File: src/rtl/mmio_uart_responder_if.sv
// Core data-bus port of the MMIO UART responder: read strobe, byte write enables,
// address and write data from the core, combinational read data back.
interface mmio_uart_responder_if;
    // Strobe semantics: r and w are sampled every cycle and never both set.
    // A write commits at the posedge, and out answers r in the same cycle.
    logic        r;
    logic [3:0]  w;
    logic [31:0] addr;
    logic [31:0] in;
    logic [31:0] out;

    modport master (output r, w, addr, in, input out);
    modport slave  (input r, w, addr, in, output out);
endinterface

File: src/rtl/mmio_uart_responder.sv
// MMIO responder next to RAM: byte TX FIFO feeding an 8N1 UART, a free-running
// cycle counter and a sticky exit/halt register, all in one 16-byte window.
module mmio_uart_responder #(
    parameter logic [31:0] BASE_ADDR    = 32'h8000_0000,
    parameter int          FIFO_DEPTH   = 8,
    parameter int          CLKS_PER_BIT = 16
) (
    input  logic                  clk,
    input  logic                  rst,
    mmio_uart_responder_if.slave  bus,
    output logic                  tx,
    output logic                  halt,
    output logic [7:0]            exit_code,
    output logic [1:0]            fsm_state
);

    localparam int PW = $clog2(FIFO_DEPTH);
    localparam int CW = $clog2(FIFO_DEPTH + 1);
    localparam int DW = (CLKS_PER_BIT > 2) ? $clog2(CLKS_PER_BIT) : 1;

    typedef enum logic [1:0] {IDLE, START, DATA, STOP} state_t;

    logic          sel;
    logic          wr;
    logic [1:0]    off;
    logic          push_req;
    logic          push;
    logic          pop;
    logic          full;
    logic          busy;
    logic          ovf_clr;
    logic          exit_wr;

    logic [7:0]    mem [FIFO_DEPTH];
    logic [PW-1:0] wptr_q;
    logic [PW-1:0] rptr_q;
    logic [CW-1:0] count_q;
    logic          ovf_q;
    logic [31:0]   cycle_q;

    state_t        state_q, state_d;
    logic [DW-1:0] div_q, div_d;
    logic [2:0]    bit_q, bit_d;
    logic [7:0]    shreg_q, shreg_d;
    logic          tx_q, tx_d;
    logic          div_last;

    logic          unused;
    assign unused = ^{bus.in[31:8], bus.addr[1:0]};

    assign sel      = (bus.addr[31:4] == BASE_ADDR[31:4]);
    assign off      = bus.addr[3:2];
    assign wr       = sel && (|bus.w);
    assign push_req = wr && (off == 2'd0) && bus.w[0];
    assign ovf_clr  = wr && (off == 2'd1) && bus.w[0] && bus.in[2];
    assign exit_wr  = wr && (off == 2'd3) && bus.w[0];

    // full is taken before any same-cycle pop, so a push into a full FIFO is
    // always dropped even while the FSM is freeing a slot.
    assign full = (count_q == CW'(FIFO_DEPTH));
    assign push = push_req && !full;
    assign pop  = (state_q == IDLE) && (count_q != '0);
    assign busy = (state_q != IDLE) || (count_q != '0);

    always_ff @(posedge clk) begin
        if (push) begin
            mem[wptr_q] <= bus.in[7:0];
        end
    end

    always_ff @(posedge clk) begin
        if (rst) begin
            wptr_q    <= '0;
            rptr_q    <= '0;
            count_q   <= '0;
            ovf_q     <= 1'b0;
            cycle_q   <= '0;
            halt      <= 1'b0;
            exit_code <= '0;
        end else begin
            cycle_q <= cycle_q + 32'd1;
            if (push) begin
                wptr_q <= wptr_q + 1'b1;
            end
            if (pop) begin
                rptr_q <= rptr_q + 1'b1;
            end
            case ({push, pop})
                2'b10:   count_q <= count_q + 1'b1;
                2'b01:   count_q <= count_q - 1'b1;
                default: count_q <= count_q;
            endcase
            if (push_req && full) begin
                ovf_q <= 1'b1;
            end else if (ovf_clr) begin
                ovf_q <= 1'b0;
            end
            if (exit_wr) begin
                exit_code <= bus.in[7:0];
                halt      <= 1'b1;
            end
        end
    end

    always_ff @(posedge clk) begin
        if (rst) begin
            state_q <= IDLE;
            div_q   <= '0;
            bit_q   <= '0;
            shreg_q <= '0;
            tx_q    <= 1'b1;
        end else begin
            state_q <= state_d;
            div_q   <= div_d;
            bit_q   <= bit_d;
            shreg_q <= shreg_d;
            tx_q    <= tx_d;
        end
    end

    assign div_last = (div_q == DW'(CLKS_PER_BIT - 1));

    always_comb begin
        state_d = state_q;
        div_d   = div_q;
        bit_d   = bit_q;
        shreg_d = shreg_q;
        case (state_q)
            IDLE: begin
                if (count_q != '0) begin
                    shreg_d = mem[rptr_q];
                    state_d = START;
                    div_d   = '0;
                end
            end
            START: begin
                if (div_last) begin
                    state_d = DATA;
                    bit_d   = '0;
                    div_d   = '0;
                end else begin
                    div_d = div_q + 1'b1;
                end
            end
            DATA: begin
                if (div_last) begin
                    div_d   = '0;
                    shreg_d = {1'b0, shreg_q[7:1]};
                    if (bit_q == 3'd7) begin
                        state_d = STOP;
                    end else begin
                        bit_d = bit_q + 3'd1;
                    end
                end else begin
                    div_d = div_q + 1'b1;
                end
            end
            STOP: begin
                if (div_last) begin
                    state_d = IDLE;
                    div_d   = '0;
                end else begin
                    div_d = div_q + 1'b1;
                end
            end
            default: state_d = IDLE;
        endcase

        // tx is precomputed from next state so the line flop changes with the FSM.
        tx_d = 1'b1;
        case (state_d)
            START:   tx_d = 1'b0;
            DATA:    tx_d = shreg_d[0];
            default: tx_d = 1'b1;
        endcase
    end

    assign tx        = tx_q;
    assign fsm_state = state_q;

    always_comb begin
        bus.out = '0;
        if (sel && bus.r) begin
            case (off)
                2'd1:    bus.out = {29'b0, ovf_q, busy, full};
                2'd2:    bus.out = cycle_q;
                2'd3:    bus.out = {24'b0, exit_code};
                default: bus.out = '0;
            endcase
        end
    end

endmodule

File: src/flat_wrapper.sv
// flat-port wrapper written by rule: the top's interface ports become plain ports
module mmio_uart_responder_flat 
#(
    parameter logic [31:0] BASE_ADDR    = 32'h8000_0000,
    parameter int          FIFO_DEPTH   = 8,
    parameter int          CLKS_PER_BIT = 16
)
  (clk, rst, tx, halt, exit_code, fsm_state, bus_r, bus_w, bus_addr, bus_in, bus_out);
  mmio_uart_responder_if bus_i ();
  input  logic clk;
  input  logic rst;
  output logic tx;
  output logic halt;
  output logic [7:0] exit_code;
  output logic [1:0] fsm_state;
  input wire logic [$bits(bus_i.r)-1:0] bus_r;
  input wire logic [$bits(bus_i.w)-1:0] bus_w;
  input wire logic [$bits(bus_i.addr)-1:0] bus_addr;
  input wire logic [$bits(bus_i.in)-1:0] bus_in;
  output wire logic [$bits(bus_i.out)-1:0] bus_out;
  assign bus_i.r = bus_r;
  assign bus_i.w = bus_w;
  assign bus_i.addr = bus_addr;
  assign bus_i.in = bus_in;
  assign bus_out = bus_i.out;
  mmio_uart_responder #(.BASE_ADDR(BASE_ADDR), .FIFO_DEPTH(FIFO_DEPTH), .CLKS_PER_BIT(CLKS_PER_BIT)) u_core (.clk(clk), .rst(rst), .bus(bus_i), .tx(tx), .halt(halt), .exit_code(exit_code), .fsm_state(fsm_state));
endmodule
File: config.mk
export PLATFORM = sky130hd
export DESIGN_NAME = mmio_uart_responder_flat
export DESIGN_NICKNAME = d
export VERILOG_FILES = /design/src/rtl/mmio_uart_responder_if.sv /design/src/rtl/mmio_uart_responder.sv /design/src/flat_wrapper.sv
export SDC_FILE = /design/constraint.sdc
export NUM_CORES = 1
export LEC_CHECK = 0
export CAP_MARGIN = 20
export CORE_ASPECT_RATIO = 1.25
export CORE_MARGIN = 5
export CORE_UTILIZATION = 45
export CTS_BUF_LIST = sky130_fd_sc_hd__clkbuf_4
export CTS_CLUSTER_DIAMETER = 100
export DETAILED_ROUTE_END_ITERATION = 7
export PLACE_DENSITY_LB_ADDON = 0.15
export SLEW_MARGIN = 20
export SYNTH_ARGS = -nofsm -noshare
export SYNTH_HDL_FRONTEND = slang
export SYNTH_SLANG_ARGS = --single-unit
File: constraint.sdc
create_clock -name clk -period 6.4 [get_ports clk]
set_clock_uncertainty 0.2 [all_clocks]
set_input_delay 1.6 -clock clk [delete_from_list [all_inputs] [get_ports clk]]
set_output_delay 1.6 -clock clk [all_outputs]
set_load 0.01 [all_outputs]
* After elaboration in Yosys (flattened, before gate mapping) *
Memories as Yosys holds them, arrays and structs flattened. A register that Yosys moved wholly into a read port is not among the register bits.
Index checks and enable logic that the tools add are counted.

storage, ports and cells
  bits in registers = 70
  RAM bits = 64
  bits of input ports = 71
  output and inout port bits = 44
  word-level logic and storage cells = 91
  memories = 1

memories
  memory      words  width  read ports  clocked after memory_dff  wr ports  line                       text
  u_core.mem  8      8      1           1                         1         mmio_uart_responder.sv:34  logic [7:0] mem [FIFO_DEPTH];

operators by class
  add/subtract/negate cells = 7
  equal/unequal tests = 18
  muxes and demuxes = 26
  reductions and logical operators = 26

operator list
  kind                                                                    count
  32-bit one-hot mux with 3 select lines                                  1
  32-bit by 1-bit adder with 32-bit output (second input constant)        1
  32-bit 2-to-1 mux                                                       1
  28-bit equality test (second input constant)                            1
  8-bit 2-to-1 mux                                                        2
  4-bit one-hot mux with 2 select lines                                   2
  8-bit one-hot mux with 2 select lines                                   1
  3-bit 2-to-1 mux                                                        5
  2-bit equality test (second input constant)                             6
  1-bit logical AND                                                       12
  2-bit 2-to-1 mux                                                        5
  2-bit nonzero test                                                      5
  3-bit by 1-bit adder with 3-bit output (second input constant)          3
  4-bit by 1-bit adder with 4-bit output (second input constant)          2
  2-bit by 1-bit equality test with 1-bit output (second input constant)  4
  4-bit equality test (second input constant)                             2
  4-bit 2-to-1 mux                                                        2
  2-bit one-hot mux with 4 select lines                                   1
  3-bit one-hot mux with 2 select lines                                   1
  2-bit zero test                                                         2
  1-bit 2-to-1 mux                                                        4
  2-bit by 1-bit != test with 1-bit output (second input constant)        2
  2-bit != test (second input constant)                                   2
  4-bit AND reduction                                                     1
  9 further kinds                                                         9

* Longest topological paths before layout *
  word-level depth = 7
  depth in mapped cells = 12
  gate-level depth less buffers = 11

* Least setup slack after synthesis *
OpenSTA, ideal clock, no wires.

  path kind = input to output
  start point = in bus_addr[14]
  end point = out bus_out[18]
  arrival time = 2.815 ns
  data required time = 4.600 ns
  slack = 1.785 ns
  stages = 5
  path buffers = 1
  cell sequence = nor4_2 nand4_1 nor4b_4 buf_6 and2_1

between the ends
  cells in the longest elaborated chain, start to end = 3

RTL lines
  what                  line                        text
  start: declaration    flat_wrapper.sv:18          input wire logic [$bits(bus_i.addr)-1:0] bus_addr;
  28-bit equality test  mmio_uart_responder.sv:51   assign sel = (bus.addr[31:4] == BASE_ADDR[31:4]);
  1-bit logical AND     mmio_uart_responder.sv:183  if (sel && bus.r) begin
  32-bit 2-to-1 mux     mmio_uart_responder.sv:183
  end: declaration      flat_wrapper.sv:20          output wire logic [$bits(bus_i.out)-1:0] bus_out;

Every way passes these cells.

* Worst setup path after layout *
  start point = in bus_addr[27]
  end point = out bus_out[26]

Same word-level chain as after synthesis.

==> flow_metrics.env <==
export IMPL_status="finished clean"
export IMPL_grt_ovfl_total=0
export IMPL_antenna_found_initial=1
export IMPL_syn_to_final_growth_pct=20.7
export IMPL_critPathKind="in2out"
export IMPL_power_leakage_nw=2.51
export IMPL_worst_pin_slew_ps=779
export IMPL_cts_root_buf="clkbuf_4"
export IMPL_p_per_area_mw_per_mm2=202
export IMPL_yosys_top_cells_area="edfxtp_1 (30%), dfxtp_1 (23%), mux4_2 (5.6%)"
export IMPL_yosys_area_top_type="edfxtp_1"
export IMPL_die_h_um=143
export IMPL_grt_pass1_vias=4721
export IMPL_grt_use_total=0.190
export IMPL_yosysWarnings=0
export IMPL_synthArstFlopShare=0
export IMPL_cts_setup_buffers=0
export IMPL_clock_sinks=137
export IMPL_reg2regPathDepth=11
export IMPL_detail_route_first_pass_iterations=4
export IMPL_cts_max_path_buffers=2
export IMPL_ys_types=65
export IMPL_synth_edf_count=64
export IMPL_ff2ff_setup_slack_ps=3380
export IMPL_fillers=1184
export IMPL_dieArea_mm2=0.0167
export IMPL_start_util=0.460
export IMPL_worst_r2r_endpoint="u_core.count_q[2]"
export IMPL_setup_tns_final_ps=0
export IMPL_rsz0062_at_grt="no"
export IMPL_drc=0
export IMPL_cts_buffers=17
export IMPL_finalMaxSlewViolations=0
export IMPL_port_buffers=85
export IMPL_ir_worst_vdd_mv=0.112
export IMPL_cts_resized=0
export IMPL_synth_area_mm2=0.00639
export IMPL_cts_tree="done"
export IMPL_crit_fanout=10
export IMPL_gp_congestion=0.799
export IMPL_post_drt_via_cell_ratio=5.66
export IMPL_rows=48
export IMPL_grt_pass1_wl_um=24400
export IMPL_hold_slack_ps=296
export IMPL_mostFrequentLayoutCell="clkdlybuf4s50_1"
export IMPL_startpoint="bus_addr[27]"
export IMPL_wl_per_cell_um=18.2
export IMPL_cp_arrival_ps=3870
export IMPL_htreeDepth=4
export IMPL_cts_hold_repair_buffers=0
export IMPL_pin_count=115
export IMPL_nNetsFinal=716
export IMPL_crit_end="bus_out[26]"
export IMPL_setup_violations=0
export IMPL_max_freq_ghz=0.176
export IMPL_hpwl_um=10600
export IMPL_slew_limit_headroom=0.480
export IMPL_r2r_start="u_core.count_q[0]"
export IMPL_synth_seq_cells=137
export IMPL_die_w_um=117
export IMPL_first_iter_violations=310
export IMPL_synth_top_cell_area_share=0.301
export IMPL_synthCells=549
export IMPL_final_cell_mix="clkdlybuf4s50_1 (84), dfxtp_1 (72), edfxtp_1 (64)"
export IMPL_ant_nets=0
export IMPL_finalWirelength_um=15000
export IMPL_avgSynthCellArea_um2=11.6
export IMPL_clock_latency_ps=510
export IMPL_fin_crit_ps=5670
export IMPL_synthesis_nets=629
export IMPL_fin_crit_sh=0.886
export IMPL_vias=4664
export IMPL_worstPathRequired_ps=4600
export IMPL_hold_path_class="reg2reg"
export IMPL_ys_seq_area_frac=0.530
export IMPL_end_kind="output port"
export IMPL_max_cap_violations=0
export IMPL_cp_start_kind="input pin"
export IMPL_grt_max_degree=52
export IMPL_layout_drive_gt1_share=0.145
export IMPL_core_area_mm2=0.0139
export IMPL_clk_pin_slew_ps=110
export IMPL_synth_ff_type="dfxtp_1"
export IMPL_hold_viol=0
worst min path at each step:
| stage | start | endpoint | slack (ps) | depth (start not counted) |
|---|---|---|---|---|
| after floorplan | u_core.cycle_q[0] | u_core.cycle_q[0] | 240 | 1 |
| after global placement | u_core.cycle_q[0] | u_core.cycle_q[0] | 260 | 1 |
| after detailed placement | u_core.cycle_q[0] | u_core.cycle_q[0] | 280 | 1 |
| after CTS | u_core.cycle_q[30] | u_core.cycle_q[30] | 300 | 2 |
| after global routing | u_core.cycle_q[30] | u_core.cycle_q[30] | 330 | 2 |
| final | u_core.cycle_q[30] | u_core.cycle_q[30] | 300 | 2 |
report_power, final:
group | switching [mW] | internal, mW
Clock | 0.312 | 0.271
Sequential | 0.00204 | 0.916
Combinational | 0.0304 | 0.0296
Total | 0.344 | 1.22
critical path, stage by stage:
cell             delay (ps)
clkdlybuf4s50_1         440
nor4_4                  350
and4_1                  280
nand3_1                 330
nor3_1                  280
clkdlybuf4s50_1         580
final cells by class:
cell class / count / area (um^2) / share of cell area
Inverter: 10 / 37.5 / 0.00487
Clock inverter: 13 / 155 / 0.0201
Tap cell: 175 / 219 / 0.0284
Sequential cell: 137 / 3380 / 0.439
Timing Repair Buffer: 100 / 958 / 0.124
Antenna cell: 1 / 2.50 / 0.000325
Clock buffer: 18 / 135 / 0.0175
Multi-Input combinational cell: 370 / 2820 / 0.366
cell usage after synthesis, types with 15 or more instances:
cell      count
o31ai_1      16
nand2_1      19
clkbuf_1     15
a21oi_1      32
nand3_1      19
dfxtp_1      73
edfxtp_1     64
nand4_1      17
mux2i_1      18
mux4_2       16
and2_1       24
nor2_1       47
metrics by stage:
stage	instances	utilization	area [um^2]	total power, mW	setup WS, ps
global placement	792	0.535	7420	0.996	735
CTS	823	0.556	7710	1.58	714
global route	824	0.556	7710	1.62	504
floorplan	549	-	6390	0.958	1780
detailed placement	792	0.535	7420	0.998	735
finish	824	0.556	7710	1.56	729
sequential cells by signal, summed over array words and instances (netlist names), 2 cells and up, named ones only:
register,flops
u_core.cycle_q,32
u_core.count_q,4
u_core.rptr_q,3
u_core.shreg_q,8
u_core.fsm_state,2
u_core.div_q,4
u_core.wptr_q,3
u_core.bit_q,3
u_core.exit_code,8
u_core.mem,64
kinds of logic after synthesis:
family          Yosys count  synth area share
compound gates           95            0.0972
xor+xnor                 17            0.0233
fa+ha+maj                 9            0.0176
buf+inv                  42            0.0290
flops                   137             0.530
mux                      40            0.0952
simple gates            209             0.208
metal layers:
layer | global-route usage | share of wire
met2 | 0.331 | 0.53
met5 | 0 | 0
met1 | 0.227 | 0.40
met4 | 0.0682 | 0.022
met3 | 0.0458 | 0.052
Note: power is estimated with default switching activity, not from simulation.
